[src/rtl/step_clock_gen_if.sv]
`default_nettype none
// ---------------------------------------------------------------------------
// step_clock_gen_if : control/status bundle for step_clock_gen
// Rev 1.0
// ---------------------------------------------------------------------------
interface step_clock_gen_if #(
  parameter int CHANNELS   = 2,
  parameter int CNT_WIDTH  = 26,
  parameter int TCNT_WIDTH = 16
);
  logic [1:0]                    mode;
  logic [CHANNELS*CNT_WIDTH-1:0] div;
  logic                          step_btn;
  logic [CHANNELS-1:0]           tick_en;
  logic [TCNT_WIDTH-1:0]         tick_count;
  logic                          running;
  logic [1:0]                    state;

  modport master (
    output mode, div, step_btn,
    input  tick_en, tick_count, running, state
  );

  modport slave (
    input  mode, div, step_btn,
    output tick_en, tick_count, running, state
  );
endinterface
`default_nettype wire

[src/rtl/step_clock_gen.sv]
`default_nettype none
// ---------------------------------------------------------------------------
// step_clock_gen : per-channel clock-enable ticks with FULL/DIV/STEP/HALT modes
// Rev 1.0
// ---------------------------------------------------------------------------
module step_clock_gen #(
  parameter int CHANNELS    = 2,
  parameter int CNT_WIDTH   = 26,
  parameter int SYNC_STAGES = 2,
  parameter int TCNT_WIDTH  = 16
) (
  input  logic            clk,
  input  logic            reset,
  step_clock_gen_if.slave bus
);

  typedef enum logic [1:0] {
    ST_FULL = 2'b00,
    ST_DIV  = 2'b01,
    ST_STEP = 2'b10,
    ST_HALT = 2'b11
  } state_t;

  state_t                 r_state;
  logic                   r_running;
  logic [CHANNELS-1:0]    r_tick;
  logic [TCNT_WIDTH-1:0]  r_tickCount;
  logic [SYNC_STAGES-1:0] r_sync;
  logic                   r_btnPrev;
  logic                   w_rise;
  logic [CHANNELS-1:0]    w_divTick;
  logic [CHANNELS-1:0]    w_nextTick;

  // The edge register keeps running in every state so a level that is
  // already high on entry to STEP never looks like a fresh press.
  always_ff @(posedge clk or negedge reset) begin
    if (!reset) begin
      r_sync    <= '0;
      r_btnPrev <= 1'b0;
    end else begin
      r_sync    <= {r_sync[SYNC_STAGES-2:0], bus.step_btn};
      r_btnPrev <= r_sync[SYNC_STAGES-1];
    end
  end

  assign w_rise = r_sync[SYNC_STAGES-1] & ~r_btnPrev;

  for (genvar i = 0; i < CHANNELS; i++) begin : g_chan
    logic [CNT_WIDTH-1:0] w_div;
    logic [CNT_WIDTH-1:0] r_cnt;
    logic                 w_terminal;

    assign w_div = bus.div[i*CNT_WIDTH +: CNT_WIDTH];
    // ">=" rather than "==" so a divisor shrunk below the count wraps at once.
    assign w_terminal   = (w_div <= CNT_WIDTH'(1)) || (r_cnt >= w_div - CNT_WIDTH'(1));
    assign w_divTick[i] = w_terminal;

    always_ff @(posedge clk or negedge reset) begin
      if (!reset) begin
        r_cnt <= '0;
      end else if (r_state == ST_FULL) begin
        r_cnt <= '0;
      end else if (r_state == ST_DIV) begin
        r_cnt <= w_terminal ? '0 : r_cnt + CNT_WIDTH'(1);
      end
    end
  end

  always_comb begin
    w_nextTick = '0;
    case (r_state)
      ST_FULL: w_nextTick = '1;
      ST_DIV:  w_nextTick = w_divTick;
      ST_STEP: w_nextTick = {CHANNELS{w_rise}};
      default: w_nextTick = '0;
    endcase
  end

  always_ff @(posedge clk or negedge reset) begin
    if (!reset) begin
      r_state     <= ST_HALT;
      r_running   <= 1'b0;
      r_tick      <= '0;
      r_tickCount <= '0;
    end else begin
      r_state     <= state_t'(bus.mode);
      r_running   <= (bus.mode == ST_FULL) || (bus.mode == ST_DIV);
      r_tick      <= w_nextTick;
      r_tickCount <= r_tickCount + TCNT_WIDTH'(w_nextTick[0]);
    end
  end

  assign bus.tick_en    = r_tick;
  assign bus.tick_count = r_tickCount;
  assign bus.running    = r_running;
  assign bus.state      = r_state;

endmodule
`default_nettype wire

[src/flat_wrapper.sv]
// flat-port wrapper written by rule: the top's interface ports become plain ports
module step_clock_gen_flat 
#(
  parameter int CHANNELS    = 2,
  parameter int CNT_WIDTH   = 26,
  parameter int SYNC_STAGES = 2,
  parameter int TCNT_WIDTH  = 16
)
  (clk, reset, bus_mode, bus_div, bus_step_btn, bus_tick_en, bus_tick_count, bus_running, bus_state);
  step_clock_gen_if #(.CHANNELS(CHANNELS), .CNT_WIDTH(CNT_WIDTH), .TCNT_WIDTH(TCNT_WIDTH)) bus_i ();
  input  logic clk;
  input  logic reset;
  input wire logic [$bits(bus_i.mode)-1:0] bus_mode;
  input wire logic [$bits(bus_i.div)-1:0] bus_div;
  input wire logic [$bits(bus_i.step_btn)-1:0] bus_step_btn;
  output wire logic [$bits(bus_i.tick_en)-1:0] bus_tick_en;
  output wire logic [$bits(bus_i.tick_count)-1:0] bus_tick_count;
  output wire logic [$bits(bus_i.running)-1:0] bus_running;
  output wire logic [$bits(bus_i.state)-1:0] bus_state;
  assign bus_i.mode = bus_mode;
  assign bus_i.div = bus_div;
  assign bus_i.step_btn = bus_step_btn;
  assign bus_tick_en = bus_i.tick_en;
  assign bus_tick_count = bus_i.tick_count;
  assign bus_running = bus_i.running;
  assign bus_state = bus_i.state;
  step_clock_gen #(.CHANNELS(CHANNELS), .CNT_WIDTH(CNT_WIDTH), .SYNC_STAGES(SYNC_STAGES), .TCNT_WIDTH(TCNT_WIDTH)) u_core (.clk(clk), .reset(reset), .bus(bus_i));
endmodule
[config.mk]
export PLATFORM = sky130hd
export DESIGN_NAME = step_clock_gen_flat
export DESIGN_NICKNAME = d
export VERILOG_FILES = /design/src/rtl/step_clock_gen_if.sv /design/src/rtl/step_clock_gen.sv /design/src/flat_wrapper.sv
export SDC_FILE = /design/constraint.sdc
export NUM_CORES = 1
export LEC_CHECK = 0
export ABC_AREA = 1
export BUFFER_PORTS_ARGS = -buffer_cell sky130_fd_sc_hd__buf_4
export CAP_MARGIN = 20
export CORE_UTILIZATION = 45
export CTS_BUF_LIST = sky130_fd_sc_hd__clkbuf_16
export CTS_CLUSTER_SIZE = 8
export DETAILED_ROUTE_END_ITERATION = 8
export GPL_TIMING_DRIVEN = 0
export PLACE_DENSITY_LB_ADDON = 0.1
export SLEW_MARGIN = 30
export SYNTH_ARGS = -nofsm -noshare
export SYNTH_HDL_FRONTEND = slang
export SYNTH_SLANG_ARGS = --single-unit
[constraint.sdc]
create_clock -name clk -period 3 [get_ports clk]
set_input_delay 0.3 -clock clk [delete_from_list [all_inputs] [get_ports clk]]
set_output_delay 0.3 -clock clk [all_outputs]
set_load 0.02 [all_outputs]
Word level (Yosys, flattened, before mapping)
Index checks and enable logic that the tools add are counted.
{"block": "op_classes", "n_mux": 7, "magnitude_cmp": 4, "reduce_logical": 6, "add_sub_neg": 5, "n_bitwise": 2, "n_eq_ne": 3}
{"cell": "2-to-1 mux 26 bit", "count": 6}
{"cell": "adder 26 x 1 -> 26 bit, second input constant", "count": 2}
{"cell": ">= comparator 26 bit", "count": 2}
{"cell": "<= comparator 26 x 1 -> 1 bit, second input constant", "count": 2}
{"cell": "subtractor 26 x 1 -> 26 bit, second input constant", "count": 2}
{"cell": "adder 16 x 1 -> 16 bit", "count": 1}
{"cell": "one-hot mux 2 bit (3 select lines)", "count": 1}
{"cell": "equality test 2 x 1 -> 1 bit, second input constant", "count": 2}
{"cell": "logical NOT 2 bit", "count": 2}
{"cell": "logical OR 1 bit", "count": 3}
{"cell": "equality test 2 bit, second input constant", "count": 1}
{"cell": "nonzero test 2 bit", "count": 1}
{"cell": "AND 1 bit", "count": 1}
{"cell": "inverter 1 bit", "count": 1}
{"block": "totals", "word_cells": 35, "reg_bits": 76, "inputBits": 57}

Depth between registers and ports, before layout
{"block": "logic_depth", "word_depth": 6, "mapped_depth": 28, "depth_no_buf": 28}

Worst setup path after synthesis
Ideal clock, no wire load.
{"block": "synth_timing", "path_kind": "input port to flip-flop", "from": "input port bus_div[3]", "to": "register u_core.r_tickCount[14] (netlist: u_core.bus.tick_count[14])", "path_buffers": 0, "cell_stages": 28, "arrival_time_ns": 3.756, "slack_ns": -0.836, "required_time_ns": 2.920, "cell_sequence": "nor2_2 > nand3_2 > nor2_2 > nand2_1 > nor2_2 > nand2_2 > nor2_2 > nand2_1 > xor2_1 > inv_1 > ha_1 > nand2_1 > nor2_1 > nand2_1 > nor2_1 > nand2_1 > nand3_1 > nor2_4 > o21ai_0 > ha_1 > ha_1 > nand2_1 > nor2_1 > nand3_1 > nor3_2 > nand3_1 > nor3_1 > xor2_1"}
{"block": "synth_between", "elab_chain_cells": 5, "word_cells_on_any_way": 6, "cone_classes": "add/sub (2); order compare (2); mux (1); reduce/logical (1)"}
{"item": "start: declaration", "line": "flat_wrapper.sv:14", "rtl": "input wire logic [$bits(bus_i.div)-1:0] bus_div;"}
{"item": "subtractor 26 x 1 -> 26 bit", "line": "step_clock_gen.sv:55", "rtl": "assign w_terminal = (w_div <= CNT_WIDTH'(1)) || (r_cnt >= w_div - CNT_WIDTH'(1));"}
{"item": ">= comparator 26 bit", "line": "step_clock_gen.sv:55"}
{"item": "logical OR 1 bit *", "line": "step_clock_gen.sv:55"}
{"item": "one-hot mux 2 bit (3 select lines) *", "line": "step_clock_gen.sv:71", "rtl": "case (r_state)"}
{"item": "via u_core.w_nextTick[0]", "line": "step_clock_gen.sv:32", "rtl": "logic [CHANNELS-1:0] w_nextTick;"}
{"item": "adder 16 x 1 -> 16 bit *", "line": "step_clock_gen.sv:89", "rtl": "r_tickCount <= r_tickCount + TCNT_WIDTH'(w_nextTick[0]);"}
{"item": "end signal: assignment", "line": "step_clock_gen.sv:89"}
{"item": "end: declaration", "line": "step_clock_gen.sv:27", "rtl": "logic [TCNT_WIDTH-1:0] r_tickCount;"}
The timed path passes the listed nets; every way through them passes the cells marked *.
A chain may end at the register's enable or synchronous reset.

Final worst setup path
{"block": "layout_timing", "from": "input port bus_div[1]", "to": "register u_core.r_tickCount[14] (netlist: u_core.bus.tick_count[14])"}
Same word-level chain as after synthesis.

==> results by group <==
Detailed routing
  • Routed Antenna Nets: 0
  • Wire per inst: 12.8 um
  • Post-Route WL: 16,500 um
  • Via count: 6,347
  • Iter 0 DRT Violations: 282
  • Vias per Instance: 4.92
  • Initial DRT Pass Iterations: 6
  • Residual DRC: 0

Placement
  • Buffers on Ports: 77
  • Hpwl dp: 12,700 um
  • Area after DPL: 7840 um^2
  • GPL Wtd Cong: 0.871

Worst setup path
  • Worst-path maximum fanout: 3
  • Reg-to-reg setup timing slack: -0.01 ns
  • CP arrival: 3.71 ns
  • Reg-to-Reg Start: u_core.g_chan[0].r_cnt[9]
  • R2R Path End: u_core.bus.tick_count[14]
  • First element of the critical path: bus_div[1]
  • Critical path launch point type: input pin
  • FF-to-FF path depth: 18
  • Worst setup EP type: flop
  • CP endpoint: u_core.bus.tick_count[14]
  • Critical path type: in -> reg
  • Worst endpoint required time: 3.27 ns

Die
  • Die Width: 126 um
  • FP Rows: 45
  • Ports: 78
  • Total core area: 15,100 um^2
  • Starting Density: 0.458
  • Die Area: 15,900 um^2
  • Chip height: 126 um

Power and ir drop
  • Max rail drop VDD: 0.000260 V
  • Leakage power: 0.00456 uW
  • Cell Pwr Density: 348 nW/um^2

Layout
  • Nets@finish: 1,214
  • Design area: 8610 um^2
  • N_diodes: 0
  • Filler cell count in the final layout: 1,506
  • Layout cells sized above 1: 0.207
  • Layout area overhead: 24.1%

Synthesis
  • Post-Syn Area per Cell: 7.03 um^2
  • Synth async-reset ratio: 1.00
  • Netlist cell types: 38
  • Synthesized cell area: 6940 um^2
  • Top cells by area, synth: dfrtp_1 27%, nand2_1 16%, ha_1 11%, xor2_1 9.7%, inv_1 6.8%
  • Sequential fraction of the synthesis area: 0.275
  • #FFs+latches synth: 76
  • Dominant synthesized flop cell: dfrtp_1
  • Syn. warnings: 0
  • Syn_nets: 1,104
  • Yosys top cell by area: dfrtp_1
  • Post-synth EDFFs: 0
  • Top cell type's share of synthesized area: 0.267
  • Mapped Cells: 987

Run status
  • Failing checks: negative hold slack, negative setup slack
  • Outcome: finished, violations left

Global route
  • Global-route wire length before repair: 27,900 um
  • Vias in the first global route: 5,997
  • Largest net degree at the start of global routing: 77
  • Total congestion overflow: 0
  • Initial antenna violation count: 0
  • Total track usage: 0.219

Timing
  • Slew headroom: 0.528
  • Finish-stage setup viols: 9
  • Final Hold Fails: 19
  • Clock Skew: 0.0120 ns
  • Post-layout worst setup margin: -0.435 ns
  • Highest Clock Rate: 291 MHz
  • Max-slew violations: 0
  • Tightest Pin Transition: 0.708 ns
  • WHS: -0.0248 ns
  • Fin crit share: 1.15
  • Unrepaired setup endpoints after global routing: yes
  • Post-layout min period: 3.44 ns

Clock tree
  • CTS tree: built
  • Clock buffer depth: 2
  • CTS root buf: clkbuf_16
  • H-tree levels: 3
  • Hold_buf cts: 0
  • Inserted Clock Buffers: 9
  • Worst skew pair latency: 0.34 ns
  • Worst-path clk slew: 0.07 ns
  • Sink Count: 76

Run
  • Max cap viols: 0

Worst hold path
  • Worst Hold Class: in -> async
per-stage QoR:
step,setup slack [ns],utilization,instances,setup TNS [ns],power (uW)
floorplan,-0.606,-,987,-3.79,1510
global placement,-1.27,0.518,1252,-30.90,1760
detailed placement,-1.32,0.518,1252,-32.55,1770
CTS,-0.456,0.553,1278,-3.37,2980
global route,-0.726,0.568,1289,-5.94,3150
finish,-0.435,0.568,1289,-2.63,3000
metal layers:
layer / GRT usage / wire length, um / vias up
met5: 0 / 0 / -
met4: 0.0666 / 305 / 0
met3: 0.0238 / 357 / 17
met2: 0.405 / 8460 / 85
met1: 0.264 / 7410 / 2892
li1: - / - / 3353
sequential cells by signal (all words and copies together), names as in the netlist:
register,cells
u_core.r_sync,2
u_core.bus.running,1
u_core.r_btnPrev,1
u_core.bus.state,2
u_core.bus.tick_count,16
u_core.bus.tick_en,2
u_core.g_chan.r_cnt,52
critical path, stage by stage:
cell and delay (ns):
buf_4 0.12, inv_4 0.07, ha_4 0.16, nand4_4 0.13
inv_2 0.09, nand2_2 0.10, nor3_4 0.15, xor2_1 0.16
inv_1 0.06, ha_1 0.28, nand2_2 0.06, nor2_2 0.10
nand4_1 0.11, nor2_2 0.13, nand2_1 0.07, nand3_2 0.08
nor2_4 0.06, o21ai_4 0.16, ha_4 0.17, ha_4 0.14
nand2_4 0.05, nor2_4 0.14, nand3_4 0.09, nor3_4 0.20
nand3_2 0.13, nor3_2 0.22, xor2_1 0.15
cells in the final DEF, fill, tap and decap left out, types with 6 or more instances in the layout:
cell type,synthesis,layout
dfrtp_1,74,74
clkbuf_16,0,9
nand4_1,13,13
ha_4,0,6
buf_4,2,97
xor2_1,77,77
nor3_1,24,21
nor2_4,5,17
xnor2_1,21,21
a21oi_1,19,17
nor2_1,111,95
nand3_1,74,68
nor2_2,8,12
nand2_1,288,278
nand2_4,2,6
o21ai_0,9,7
nand3_2,21,26
ha_1,60,54
inv_1,125,121
nand2_2,8,14
clkbuf_1,8,8
cells in the mapped netlist, types with 3 or more instances:
| cell type | n |
|---|---|
| o21a_1 | 4 |
| dfrtp_1 | 74 |
| nand2_2 | 8 |
| nor4_1 | 4 |
| nand4_1 | 13 |
| nand2_1 | 288 |
| nor3_2 | 3 |
| inv_1 | 125 |
| nor2_1 | 111 |
| clkbuf_1 | 8 |
| nor2_2 | 8 |
| xnor2_1 | 21 |
| nor2_4 | 5 |
| nand3_1 | 74 |
| ha_1 | 60 |
| o21ai_0 | 9 |
| nand3_2 | 21 |
| nor3_1 | 24 |
| xor2_1 | 77 |
| a21o_1 | 4 |
| a21oi_1 | 19 |
where the power goes:
group | internal, uW | switching, uW | total (uW)
sequential | 1100 | 94.9 | 1190
clock | 727 | 451 | 1180
combinational | 271 | 354 | 626
total | 2100 | 900 | 3000
cells by family after synthesis:
logic type / share of synthesized area
simple gates: 0.370
fa+ha+maj: 0.108
compound gates: 0.0386
buf+inv: 0.0846
xor+xnor: 0.124
flops: 0.275
repair_timing:
item / CTS / global route
pin swaps: 22 / 25
resized for setup: 34 / 30
cloned: 0 / 0
endpoints found under the setup margin: 43 / 41
buffers inserted: 11 / 12
worst min-delay path by stage:
stage	startpoint	endpoint	slack, ns	cells after the start
after detailed placement	u_core.r_sync[0]	u_core.r_sync[1]	0.33	0
after floorplan	reset	u_core.bus.running	0.004	0
final	reset	u_core.bus.tick_count[14]	-0.02	1
after global routing	reset	u_core.bus.tick_count[14]	0.04	1
after global placement	u_core.r_sync[0]	u_core.r_sync[1]	0.33	0
after CTS	reset	u_core.bus.tick_count[14]	0.01	1
area by class of cell:
type | count | area, um^2 | area share
multi-input cells | 770 | 4790 | 0.556
well taps | 188 | 235 | 0.0273
plain buffers | 16 | 118 | 0.0137
repair buffers | 99 | 774 | 0.0900
clock inverters | 6 | 87.6 | 0.0102
inverters | 125 | 478 | 0.0555
clock buffers | 9 | 225 | 0.0262
flip-flops and latches | 76 | 1900 | 0.221
(Power assumes the default switching activity.)
